[src/rtl/load_store_unit.sv]
// ============================================================================
//  Module      : load_store_unit
//  Description : Single-outstanding load/store unit with lane steering,
//                load extension, alignment checks and a bus timeout.
//  Revision    : 1.0 - initial release
// ============================================================================
`default_nettype none

module load_store_unit #(
  parameter int unsigned TIMEOUT_CYCLES = 255
) (
  input  logic        clk,
  input  logic        reset_n,
  input  logic        op_valid,
  input  logic        is_store,
  input  logic [1:0]  store_sz,
  input  logic [2:0]  load_sel,
  input  logic [31:0] addr,
  input  logic [31:0] wdata,
  output logic        stall,
  output logic        done,
  output logic [31:0] rdata,
  output logic        misaligned,
  output logic        bus_err,
  output logic        mem_req,
  output logic        mem_we,
  output logic [31:0] mem_addr,
  output logic [3:0]  mem_wstrb,
  output logic [31:0] mem_wdata,
  input  logic        mem_ack,
  input  logic [31:0] mem_rdata
);

  typedef enum logic [1:0] {
    S_IDLE = 2'd0,
    S_BUSY = 2'd1,
    S_DONE = 2'd2
  } state_t;

  localparam logic [7:0] C_TIMEOUT_LAST = 8'(TIMEOUT_CYCLES - 1);

  state_t      state_q, state_d;
  logic [7:0]  cnt_q, cnt_d;
  logic        req_q, req_d;
  logic        we_q, we_d;
  logic [31:0] addr_q, addr_d;
  logic [3:0]  strb_q, strb_d;
  logic [31:0] wdata_q, wdata_d;
  logic [31:0] rdata_q, rdata_d;
  logic        berr_q, berr_d;
  logic [2:0]  lsel_q, lsel_d;
  logic [1:0]  lane_q, lane_d;

  logic        w_is_byte;
  logic        w_is_half;
  logic        w_misalign;
  logic [3:0]  w_strb;
  logic [31:0] w_wdata_lane;
  logic [7:0]  w_byte;
  logic [15:0] w_half;
  logic [31:0] w_load_data;

  // Access width decode; anything not byte or half is a word access.
  always_comb begin
    if (is_store) begin
      w_is_byte = (store_sz == 2'b00);
      w_is_half = (store_sz == 2'b01);
    end else begin
      w_is_byte = (load_sel == 3'b000) || (load_sel == 3'b011);
      w_is_half = (load_sel == 3'b001) || (load_sel == 3'b100);
    end
    w_misalign = (w_is_half && addr[0]) ||
                 (!w_is_byte && !w_is_half && (addr[1:0] != 2'b00));
  end

  always_comb begin
    if (w_is_byte) begin
      w_strb       = 4'b0001 << addr[1:0];
      w_wdata_lane = {4{wdata[7:0]}};
    end else if (w_is_half) begin
      w_strb       = 4'b0011 << {addr[1], 1'b0};
      w_wdata_lane = {2{wdata[15:0]}};
    end else begin
      w_strb       = 4'b1111;
      w_wdata_lane = wdata;
    end
  end

  always_comb begin
    case (lane_q)
      2'd0:    w_byte = mem_rdata[7:0];
      2'd1:    w_byte = mem_rdata[15:8];
      2'd2:    w_byte = mem_rdata[23:16];
      default: w_byte = mem_rdata[31:24];
    endcase
    w_half = lane_q[1] ? mem_rdata[31:16] : mem_rdata[15:0];
    case (lsel_q)
      3'b000:  w_load_data = {{24{w_byte[7]}}, w_byte};
      3'b001:  w_load_data = {{16{w_half[15]}}, w_half};
      3'b011:  w_load_data = {24'd0, w_byte};
      3'b100:  w_load_data = {16'd0, w_half};
      default: w_load_data = mem_rdata;
    endcase
  end

  always_comb begin
    state_d    = state_q;
    cnt_d      = cnt_q;
    req_d      = req_q;
    we_d       = we_q;
    addr_d     = addr_q;
    strb_d     = strb_q;
    wdata_d    = wdata_q;
    rdata_d    = rdata_q;
    berr_d     = berr_q;
    lsel_d     = lsel_q;
    lane_d     = lane_q;
    stall      = 1'b0;
    done       = 1'b0;
    misaligned = 1'b0;
    rdata      = 32'd0;
    bus_err    = 1'b0;

    case (state_q)
      S_IDLE: begin
        if (op_valid) begin
          if (w_misalign) begin
            misaligned = 1'b1;
            done       = 1'b1;
          end else begin
            stall   = 1'b1;
            state_d = S_BUSY;
            cnt_d   = 8'd0;
            req_d   = 1'b1;
            we_d    = is_store;
            addr_d  = {addr[31:2], 2'b00};
            strb_d  = is_store ? w_strb : 4'b0000;
            wdata_d = is_store ? w_wdata_lane : 32'd0;
            lsel_d  = load_sel;
            lane_d  = addr[1:0];
          end
        end
      end
      S_BUSY: begin
        stall = 1'b1;
        if (mem_ack) begin
          // An ack on the final timeout cycle still completes normally.
          state_d = S_DONE;
          req_d   = 1'b0;
          rdata_d = we_q ? 32'd0 : w_load_data;
          berr_d  = 1'b0;
        end else begin
          cnt_d = cnt_q + 8'd1;
          if (cnt_q == C_TIMEOUT_LAST) begin
            state_d = S_DONE;
            req_d   = 1'b0;
            rdata_d = 32'd0;
            berr_d  = 1'b1;
          end
        end
      end
      S_DONE: begin
        done    = 1'b1;
        rdata   = rdata_q;
        bus_err = berr_q;
        state_d = S_IDLE;
      end
      default: state_d = S_IDLE;
    endcase
  end

  always_ff @(posedge clk or negedge reset_n) begin
    if (!reset_n) begin
      state_q <= S_IDLE;
      cnt_q   <= 8'd0;
      req_q   <= 1'b0;
      we_q    <= 1'b0;
      addr_q  <= 32'd0;
      strb_q  <= 4'd0;
      wdata_q <= 32'd0;
      rdata_q <= 32'd0;
      berr_q  <= 1'b0;
      lsel_q  <= 3'd0;
      lane_q  <= 2'd0;
    end else begin
      state_q <= state_d;
      cnt_q   <= cnt_d;
      req_q   <= req_d;
      we_q    <= we_d;
      addr_q  <= addr_d;
      strb_q  <= strb_d;
      wdata_q <= wdata_d;
      rdata_q <= rdata_d;
      berr_q  <= berr_d;
      lsel_q  <= lsel_d;
      lane_q  <= lane_d;
    end
  end

  assign mem_req   = req_q;
  assign mem_we    = we_q;
  assign mem_addr  = addr_q;
  assign mem_wstrb = strb_q;
  assign mem_wdata = wdata_q;

endmodule

`default_nettype wire

[config.mk]
export PLATFORM = sky130hd
export DESIGN_NAME = load_store_unit
export DESIGN_NICKNAME = d
export VERILOG_FILES = /design/src/rtl/load_store_unit.sv
export SDC_FILE = /design/constraint.sdc
export NUM_CORES = 1
export LEC_CHECK = 0
export BUFFER_PORTS_ARGS = -buffer_cell sky130_fd_sc_hd__buf_2
export CAP_MARGIN = 25
export CORE_MARGIN = 8
export CORE_UTILIZATION = 35
export CTS_CLUSTER_DIAMETER = 80
export DETAILED_ROUTE_END_ITERATION = 7
export HOLD_SLACK_MARGIN = 0.06
export PLACE_DENSITY_LB_ADDON = 0.3
export SLEW_MARGIN = 20
export SYNTH_ARGS = -nofsm -noshare
export SYNTH_HDL_FRONTEND = slang
export SYNTH_SLANG_ARGS = --single-unit
[constraint.sdc]
create_clock -name clk -period 2.9 [get_ports clk]
set_clock_uncertainty 0.2 [all_clocks]
set_input_delay 0 -clock clk [delete_from_list [all_inputs] [get_ports clk]]
set_output_delay 0 -clock clk [all_outputs]
set_load 0.1 [all_outputs]
Word level (Yosys, flattened, before mapping)

Index checks and enable logic that the tools add are counted.

Bits in registers: 116
Input bits: 106
Output and inout bits: 106
Logic and storage cells: 91

Add/sub/neg operators: 1
Equal/unequal tests: 16
Shifts and indexed selects: 2
Mux-type cells: 39
Bitwise gates (word level): 1
Reductions and logical operators: 21

Operators by type and width:

| cell                | count |
|---|---|
| $mux 32             | 7 |
| $pmux 32 s4         | 1 |
| $mux 8              | 3 |
| $pmux 8 s3          | 1 |
| $mux 16             | 1 |
| $pmux 8 s2          | 1 |
| $mux 1              | 14 |
| $mux 4              | 3 |
| $add 8x1->8 const B | 1 |
| $eq 8x8->1 const B  | 1 |
| $mux 2              | 4 |
| $reduce_and 4->1    | 2 |
| $eq 2x1->1 const B  | 3 |
| $eq 3x1->1 const B  | 2 |
| $eq 3x2->1 const B  | 2 |
| $eq 3x3->1 const B  | 2 |
| $logic_not 2->1     | 3 |
| $logic_not 3->1     | 2 |
| $ne 2x2->1 const B  | 3 |
| $pmux 1 s2          | 3 |
| $reduce_and 3->1    | 2 |
| $reduce_bool 2->1   | 3 |
| $eq 2x2->1 const B  | 2 |
| $pmux 2 s2          | 1 |
| 8 further kinds     | 13 |

Longest topological paths before layout

Gate-level depths: netlist (run 1).

Depth in word-level cells: 10
Gate-level depth with buffers: 7

Worst setup path after synthesis (run 1)

OpenSTA, ideal clock, no wires.

Path type: input-to-output
From: input port is_store
To: output port misaligned
Arrival time: 3.588 ns
Slack: -0.888 ns
Cell stages on the path: 5
Buffers on the path: 2
Cells stage by stage: buf_2 nor3b_4 a21o_1 buf_2 nor4_1

Word-level cells in the longest chain between the ends: 8
Elaborated cells on any way between the ends: 11
Classes of those cells: 5 x mux; 6 x reduce/logical

RTL lines:

| item                            | RTL line | text |
|---|---|---|
| start, declared                 | 15       | `input logic is_store,` |
| $mux 1                          | 65       | `if (is_store) begin` |
| $logic_not 1->1                 | 73       | `(!w_is_byte && !w_is_half && (addr[1:0] != 2'b00));` |
| $logic_and 1x1->1 (2 in series) | 73       |  |
| $logic_or 1x1->1 (*)            | 72       | `w_misalign = (w_is_half && addr[0]) \|\|` |
| $mux 1 (*)                      | 127      | `if (w_misalign) begin` |
| $mux 1 (*)                      | 126      | `if (op_valid) begin` |
| $mux 1 (*)                      | 124      | `case (state_q)` |
| end, declared                   | 23       | `output logic misaligned,` |

Every way passes the cells marked *; elsewhere a longest branch is shown, timed or not.

Final worst setup path (run 1)

From: register lsel_q[0]
To: register rdata_q[2]

Word-level cells in the longest chain between the ends: 4
Elaborated cells on any way between the ends: 7
Classes of those cells: 3 x eq/ne; 3 x mux; 1 x reduce/logical

RTL lines:

| item                                     | RTL line | text |
|---|---|---|
| start, declared                          | 51       | `logic [2:0] lsel_q, lsel_d;` |
| start signal, assigned                   | 195      | `lsel_q <= lsel_d;` |
| $eq 3x3->1, or another cell as far along | 97       | `case (lsel_q)` |
| $pmux 32 s4 (*)                          | 97       |  |
| $mux 32 (*)                              | 150      | `rdata_d = we_q ? 32'd0 : w_load_data;` |
| $mux 32 (*)                              | 146      | `if (mem_ack) begin` |
| end signal, assigned                     | 193      | `rdata_q <= rdata_d;` |
| end, declared                            | 49       | `logic [31:0] rdata_q, rdata_d;` |

Marked as above.
A chain may end at the register's enable or synchronous reset.

==> metrics.yaml, run 1 <==
cts_tree: "yes"
finalCoreUtilization: 0.531
grt_use_total: 0.191
hpwl_mm: 14.8
syn_area_um2: 6240
worstSetupPathType: "reg2reg"
gp_congestion: 0.853
mostFrequentLayoutCell: "buf_2"
top_usage_layer: "met2"
die_h_um: 150
fp-row-count: 49
clock_sinks: 116
coreArea_um2: 17700
grt_use_met2: 0.300
syn_area_per_cell_um2: 10.8
drive_above_1_share: 0.361
fmax_mhz: 390
ys_seq_area_frac: 0.465
final_nets: 1017
required_ps: 2970
grt_first_pass_wirelength_mm: 33.8
route.detailed.drc: 0
critical_path_arrival_ps: 2640
multi_input_area_um2: 3090
regArea_um2: 2900
drt-initial-drc-count: 240
status: "finished clean"
grt_start_max_net_pins: 57
n_fill_cell: 1582
finalMaxSlewViolations: 0
area_growth_pct: 50.8
wl_mm: 21.2
final_cell_mix: "208 x buf_2, 121 x dlygate4sd3_1, 116 x dfrtp_1"
peakVddDrop_v: 0.00113
port_buffers: 209
vias: 5841
min_path_type: "in2reg"
period_minus_slack_ps: 2570
setup_ws_ps: 335
drtPass1Iterations: 4
synthCells: 580
ys_types: 59
cts.clk_slew.worst_paths_ps: 60
synthArstFlopShare: 1.00
p_per_area_nw_per_um2: 1060
setup_viol: 0
antenna_found_initial: 0
ant_nets: 0
synth_flop_cell: "dfrtp_1"
globalRouteOverflowTotal: 0
relSlewSlack: 0.478
htreeDepth: 4
start_util: 0.352
power.total_mw: 10.0
fp.dieArea_um2: 22400
rsz0062_at_grt: "false"
synth_edf_count: 0
worstMarginPinSlew_ps: 783
post-place-ws_ps: 363
cts_buffers: 17
period_share: 0.885
postLayoutCellArea_um2: 9410
setup-tns-final_ps: 0
synth_seq_cells: 116
pin_count: 212
critical_path.startpoint_type: "flip-flop"
crit_fanout: 15
power.leakage_nw: 4.45
hold_viol: 0
placed_area_um2: 7530
clockBufferDepth: 2
cts-root-buf: "clkbuf_16"
wl_per_cell_um: 18.4
grt_use_met3: 0.0768
cap_violations: 0
die_width_um: 150
ys_warn_count: 0
grt_pass1_vias: 6133
clock_latency_ps: 410
use_met1: 0.234
worst_setup_path_end_kind: "flip-flop"
via_per_inst: 5.07
==> cells by family (layout without fill, tap and decap cells) <==
family | count (synthesis) | count (layout) | synth area share
XOR/XNOR | 8 | 8 | 0.0124
multiplexers | 89 | 89 | 0.163
other | 1 | 3 | 0.000601
buffers and inverters | 57 | 398 | 0.0441
adder cells (fa/ha/maj) | 2 | 2 | 0.00401
AO/OA/AOI/OAI | 137 | 137 | 0.164
flip-flops | 116 | 116 | 0.465
AND/OR/NAND/NOR | 170 | 170 | 0.147
==> timing repair <==
item | 4_1_cts | 5_1_grt
resized for setup | 0 | 1
buffers inserted | 0 | 0
endpoints found under the hold margin | 232 | 0
hold buffers | 122 | 0
endpoints found under the setup margin | 0 | 1
==> Yosys cell counts (11+ instances only) <==
cell | count | area, µm²
nand2_1 | 37 | 139
inv_1 | 17 | 63.8
and2_1 | 34 | 213
mux2_4 | 11 | 165
mux2_2 | 49 | 552
nand2b_1 | 11 | 68.8
o21ai_0 | 30 | 150
mux2i_1 | 28 | 280
a21oi_1 | 22 | 110
clkbuf_1 | 22 | 82.6
o2bb2ai_1 | 30 | 263
nor2b_1 | 13 | 81.3
dfrtp_1 | 116 | 2900
nor2_1 | 33 | 124
==> per-layer routing <==
| layer | vias up | part of all wire |
|---|---|---|
| li1 | 2756 | - |
| met2 | 237 | 0.46 |
| met1 | 2819 | 0.42 |
| met3 | 29 | 0.10 |
| met5 | - | 0 |
| met4 | 0 | 0.018 |
==> power breakdown <==
group	switching, mW	internal [mW]	total (mW)	leakage, nW
Clock	0.744	1.55	2.29	0.305
Combinational	3.91	1.24	5.15	2.69
Sequential	0.389	2.19	2.58	1.46
Total	5.04	4.98	10.0	4.45
==> state kept, by name, indices dropped and copies added, names as in the netlist <==
signal / flops
mem_wdata: 32
rdata_q: 32
mem_addr: 30
cnt_q: 8
mem_wstrb: 4
lsel_q: 3
lane_q: 2
state_q: 2
berr_q: 1
mem_req: 1
mem_we: 1
==> worst max-delay path, cell delays in order (launching register included) <==
cell,delay [ps]
dfrtp_1,540
xnor2_1,660
nand3b_1,140
a32oi_1,210
dlygate4sd3_1,570
o221ai_1,100
==> path summary, 6_finish.rpt <==
kind                                end         from  depth (start not counted)  slack [ps]
min reg2reg                 rdata_q[29]  rdata_q[29]                          1         280
min in group asynchronous    rdata_q[5]      reset_n                          4         500
max reg2reg                  rdata_q[2]    lsel_q[0]                          5         330
max                          rdata_q[2]    lsel_q[0]                          5         330
max in group asynchronous  mem_addr[12]      reset_n                          4        1700
min                        mem_wstrb[3]  store_sz[0]                          5          70
==> through the flow <==
stage | hold WS, ps | instances
final | 65.9 | 1152
after detailed placement | -137 | 997
after global routing | 131 | 1151
after floorplan | -496 | 581
after global placement | -140 | 996
after CTS | 61.2 | 1151
==> area by class of cell <==
| cell class | count | share of cell area |
|---|---|---|
| timing repair buffer | 348 | 0.258 |
| clock buffer | 23 | 0.0487 |
| tap | 229 | 0.0304 |
| multi-input combinational | 408 | 0.328 |
| inverter | 18 | 0.00718 |
| sequential | 116 | 0.308 |
| antenna | 1 | 0.000266 |
| clock inverter | 9 | 0.0187 |
(Power assumes the default switching activity.)
==> run 2: changes to the inputs <==
--- a/config.mk
+++ b/config.mk
@@ -12,8 +12,8 @@
 export CTS_CLUSTER_DIAMETER = 80
 export DETAILED_ROUTE_END_ITERATION = 7
 export HOLD_SLACK_MARGIN = 0.06
-export PLACE_DENSITY_LB_ADDON = 0.3
-export SLEW_MARGIN = 20
+export PLACE_DENSITY_LB_ADDON = 0.15
+export SLEW_MARGIN = 30
 export SYNTH_ARGS = -nofsm -noshare
 export SYNTH_HDL_FRONTEND = slang
 export SYNTH_SLANG_ARGS = --single-unit
==> metrics.yaml, run 2 (same netlist as run 1, synthesis figures left out) <==
relSlewSlack: 0.421  # was 0.478
rsz0062_at_grt: "false"  # unchanged
cp-startpoint: "is_store"  # was lsel_q[0]
antenna_found_initial: 0  # unchanged
vias: 5929  # was 5841
p_seq_frac: 0.265  # was 0.258
clockBufferDepth: 2  # unchanged
cts_buffers: 17  # unchanged
power_frac_comb: 0.528  # was 0.514
period_share: 0.935  # was 0.885
mostFrequentLayoutCell: "buf_2"  # unchanged
swShare: 0.517  # was 0.503
required_ps: 2700  # was 2970 ps
final_nets: 1014  # was 1017
wl_per_cell_um: 18.8  # was 18.4 µm
wl_mm: 21.6  # was 21.2 mm
pin_count: 212  # unchanged
power.total_mw: 9.73  # was 10.0 mW
r2r-start: "state_q[1]"  # was lsel_q[0]
gp_congestion: 0.882  # was 0.853
worstMarginPinSlew_ps: 863  # was 783 ps
period_minus_slack_ps: 2710  # was 2570 ps
drt-initial-drc-count: 277  # was 240
cts-root-buf: "clkbuf_16"  # unchanged
drive_above_1_share: 0.361  # about the same
final_cell_mix: "208 x buf_2, 120 x dlygate4sd3_1, 116 x dfrtp_1"  # was 208 x buf_2, 121 x dlygate4sd3_1, 116 x dfrtp_1
critical_path.startpoint_type: "input port"  # was flip-flop
worst_setup_path_end_kind: "output pin"  # was flip-flop
start_util: 0.352  # unchanged
setup_viol: 0  # unchanged
cts_tree: "yes"  # unchanged
die_width_um: 150  # unchanged
setup-tns-final_ps: 0  # unchanged
coreArea_um2: 17700  # unchanged
min_path_type: "in2reg"  # unchanged
ant_nets: 0  # unchanged
grt_first_pass_wirelength_mm: 34.9  # was 33.8 mm
hold_viol: 0  # unchanged
n_fill_cell: 1616  # was 1582
peakVddDrop_v: 0.000695  # was 0.00113 V
fmax_mhz: 369  # was 390 MHz
grt_use_total: 0.197  # was 0.191
finalMaxSlewViolations: 0  # unchanged
rr_worst_depth: 6  # was 5
port_buffers: 209  # unchanged
grt_pass1_vias: 6463  # was 6133
status: "finished clean"  # unchanged
cts.clk_slew.worst_paths_ps: 60  # about the same
route.detailed.drc: 0  # unchanged
grt_start_max_net_pins: 67  # was 57
whs_path_depth: 4  # was 5
crit_fanout: 17  # was 15
cap_violations: 0  # unchanged
min_from: "store_sz[1]"  # was store_sz[0]
p_int_mw: 4.69  # was 4.98 mW
fp-row-count: 49  # unchanged
drtPass1Iterations: 4  # unchanged
p_per_area_nw_per_um2: 1050  # was 1060 nW/µm²
globalRouteOverflowTotal: 0  # unchanged
clock_latency_ps: 410  # about the same
hpwl_mm: 15.3  # was 14.8 mm
n_antenna_cell: 0  # was 1
clock_sinks: 116  # unchanged
via_per_inst: 5.17  # was 5.07
power.leakage_nw: 4.40  # was 4.45 nW
clkPwrFrac: 0.206  # was 0.229
p_switching_mw: 5.03  # was 5.04 mW
critical_path_arrival_ps: 2510  # was 2640 ps
worstSetupPathType: "in2out"  # was reg2reg
cts_post_setup_buffers_inserted: 0  # unchanged
htreeDepth: 4  # unchanged
fp.dieArea_um2: 22400  # unchanged
die_h_um: 150  # unchanged
area_growth_pct: 49.0  # was 50.8%
==> run 2: cell type report <==
| type | count | area, µm² | share of cell area |
|---|---|---|---|
| Tap cell | 229 | 287 | 0.0308 |
| Multi-Input combinational cell | 408 | 3080 | 0.331 |
| Sequential cell | 116 | 2900 | 0.312 |
| Clock buffer | 19 | 443 | 0.0476 |
| Clock inverter | 11 | 113 | 0.0121 |
| Timing Repair Buffer | 345 | 2410 | 0.259 |
| Inverter | 18 | 67.6 | 0.00727 |
==> run 2: repair_timing <==
item,4_1_cts,5_1_grt
setup endpoints to repair,0,1
resized for setup,0,1
endpoints found under the hold margin,231,0
hold buffers,121,0
==> run 2: worst max-delay path: stages <==
cell	delay (ps)
dlygate4sd3_1	530
buf_2	320
nor3b_4	510
a21o_2	330
o31ai_1	120
a21oi_1	210
buf_2	470
==> run 2: metal layers <==
layer	track usage	wire [µm]	vias up
met5	0	0	-
met4	0.0722	489	0
met3	0.0735	1800	37
met2	0.318	10300	223
met1	0.235	9010	2912
li1	-	-	2757
==> run 2: power groups by stage <==
stage	combinational, mW	sequential (mW)	clock (mW)
final	5.14	2.58	2.01
after global routing	5.38	2.66	2.13
after CTS	5.16	2.58	2.04
after detailed placement	5.01	2.59	0
after global placement	4.97	2.57	0
after floorplan	1.67	4.91	0
==> run 2: final timing paths <==
check	endpoint	slack, ps
worst max-delay path	stall	190
worst min-delay path	mem_wdata[19]	70
min in group asynchronous	mem_wdata[25]	370
worst min register to register	rdata_q[19]	280
max in group asynchronous	rdata_q[19]	1520
worst max register to register	rdata_q[15]	400
==> run 2: per-stage QoR <==
step           setup WS (ps)  instances   util  hold slack, ps  instance area [µm²]
2_1_floorplan            239        581      -            -496                 6250
3_3_place_gp             759        995  0.424            -121                 7520
3_5_place_dp             662        995  0.424            -109                 7520
4_1_cts                  101       1146  0.525            61.5                 9300
5_1_grt                 55.2       1146  0.525            95.6                 9300
6_report                 190       1146  0.525            74.1                 9300
==> run 3: changes to the inputs <==
--- a/config.mk
+++ b/config.mk
@@ -13,6 +13,7 @@
 export DETAILED_ROUTE_END_ITERATION = 7
 export HOLD_SLACK_MARGIN = 0.06
 export PLACE_DENSITY_LB_ADDON = 0.15
+export REMOVE_ABC_BUFFERS = 1
 export SLEW_MARGIN = 30
 export SYNTH_ARGS = -nofsm -noshare
 export SYNTH_HDL_FRONTEND = slang
==> metrics.yaml, run 3 (same netlist as run 1, synthesis figures left out) <==
final_cell_mix: "208 x buf_2, 121 x dlygate4sd3_1, 116 x dfrtp_1"  # was 208 x buf_2, 120 x dlygate4sd3_1, 116 x dfrtp_1
p_int_mw: 5.05  # was 4.69 mW
hpwl_mm: 14.2  # was 15.3 mm
area_growth_pct: 51.3  # was 49.0%
p_per_area_nw_per_um2: 1070  # was 1050 nW/µm²
worst_setup_path_end_kind: "output pin"  # unchanged
critical_path.startpoint_type: "input port"  # unchanged
fp.dieArea_um2: 22400  # unchanged
grt_start_max_net_pins: 55  # was 67
postLayoutCellArea_um2: 9440  # was 9300 µm²
vias: 5822  # was 5929
placed_area_um2: 7530  # was 7520 µm²
setup-tns-final_ps: 0  # unchanged
min_path_type: "in2reg"  # unchanged
clock_sinks: 116  # unchanged
setup_viol: 0  # unchanged
die_h_um: 150  # unchanged
hold_viol: 0  # unchanged
cts_tree: "yes"  # unchanged
p_switching_mw: 5.08  # was 5.03 mW
grt_first_pass_wirelength_mm: 34.3  # was 34.9 mm
fmax_mhz: 385  # was 369 MHz
cts-root-buf: "clkbuf_16"  # unchanged
cts_buffers: 17  # unchanged
worst_path_most_repeated_cell: "buf_2"  # unchanged
grt_use_total: 0.193  # was 0.197
required_ps: 2700  # about the same
antenna_found_initial: 1  # was 0
period_minus_slack_ps: 2600  # was 2710 ps
swShare: 0.501  # was 0.517
worstSetupPathType: "in2out"  # unchanged
htreeDepth: 4  # unchanged
cap_violations: 0  # unchanged
cts_resized: 0  # unchanged
ant_nets: 0  # unchanged
clkPwrFrac: 0.238  # was 0.206
final_nets: 1016  # was 1014
cts_post_setup_buffers_inserted: 0  # unchanged
cp_slowest_cell: "dlygate4sd3_1"  # unchanged
route.detailed.drc: 0  # unchanged
p_seq_frac: 0.256  # was 0.265
crit_chain: "dlygate4sd3_1 > buf_2 > nor3b_4 > buf_4 > a21o_1 > nor4_1 > buf_2"  # was dlygate4sd3_1 > buf_2 > nor3b_4 > a21o_2 > o31ai_1 > a21oi_1 > buf_2
wl_mm: 21.3  # was 21.6 mm
coreArea_um2: 17700  # unchanged
regArea_um2: 2900  # unchanged
crit_fanout: 17  # unchanged
cts_hold_buf: 122  # was 121
gp_congestion: 0.868  # was 0.882
power_frac_comb: 0.507  # was 0.528
die_width_um: 150  # unchanged
relSlewSlack: 0.489  # was 0.421
n_fill_cell: 1585  # was 1616
multi_input_area_um2: 3080  # about the same
start_util: 0.352  # unchanged
power.leakage_nw: 4.46  # was 4.40 nW
cts.clk_slew.worst_paths_ps: 50  # was 60 ps
post-place-ws_ps: 720  # was 662 ps
pin_count: 212  # unchanged
clock_latency_ps: 410  # about the same
port_buffers: 209  # unchanged
setup_ws_ps: 301  # was 190 ps
clockBufferDepth: 2  # unchanged
mostFrequentLayoutCell: "buf_2"  # unchanged
cp_slowest_stage_delay_ps: 530  # about the same
wl_per_cell_um: 18.5  # was 18.8 µm
grt_pass1_vias: 6466  # was 6463
drt-initial-drc-count: 289  # was 277
peakVddDrop_v: 0.000738  # was 0.000695 V
period_share: 0.896  # was 0.935
fp-row-count: 49  # unchanged
globalRouteOverflowTotal: 0  # unchanged
via_per_inst: 5.06  # was 5.17
status: "finished clean"  # unchanged
drive_above_1_share: 0.363  # was 0.361
drtPass1Iterations: 5  # was 4
worstMarginPinSlew_ps: 766  # was 863 ps
finalMaxSlewViolations: 0  # unchanged
rsz0062_at_grt: "false"  # unchanged
critical_path_arrival_ps: 2400  # was 2510 ps
-- run 3: power groups by stage --
stage,sequential (mW),combinational [mW],clock [mW]
floorplan,4.97,1.53,0
global placement,2.58,4.93,0
detailed placement,2.59,4.99,0
CTS,2.58,5.14,2.45
global route,2.67,5.38,2.53
finish,2.59,5.13,2.41
-- run 3: critical path, delay by kind of cell --
kind / cells / cell delay (ps)
compound gates: 1 / 220
buf+inv: 4 / 1510
simple gates: 2 / 660
-- run 3: path summary, 6_finish.rpt --
path / start / endpoint / slack, ps / depth (start not counted)
setup / recovery: is_store / misaligned / 300 / 7
min in group asynchronous: reset_n / mem_wdata[4] / 490 / 4
max in group asynchronous: reset_n / mem_addr[7] / 1730 / 4
hold reg to reg: mem_req / mem_req / 280 / 1
hold / removal: op_valid / mem_we / 90 / 4
setup reg to reg: state_q[1] / rdata_q[18] / 740 / 5
-- run 3: per-layer routing --
metal	GRT usage	share of wire	wire (µm)
met1	0.225	0.41	8720
met2	0.323	0.49	10400
met3	0.0647	0.082	1740
met4	0.0727	0.021	454
met5	0	0	0
-- run 3: final cells by class --
class / count / area share
antenna: 1 / 0.000265
tap: 229 / 0.0303
inverter: 18 / 0.00716
clock inverter: 13 / 0.0244
clock buffer: 19 / 0.0469
sequential: 116 / 0.307
timing repair buffer: 347 / 0.258
multi-input combinational: 408 / 0.326
-- run 3: through the flow --
step,cells,util,power [mW],hold WS (ps)
global placement,996,0.425,7.51,-126
CTS,1150,0.533,10.2,64.2
floorplan,542,-,6.50,-496
global route,1151,0.533,10.6,133
detailed placement,996,0.425,7.58,-119
finish,1151,0.533,10.1,92.5
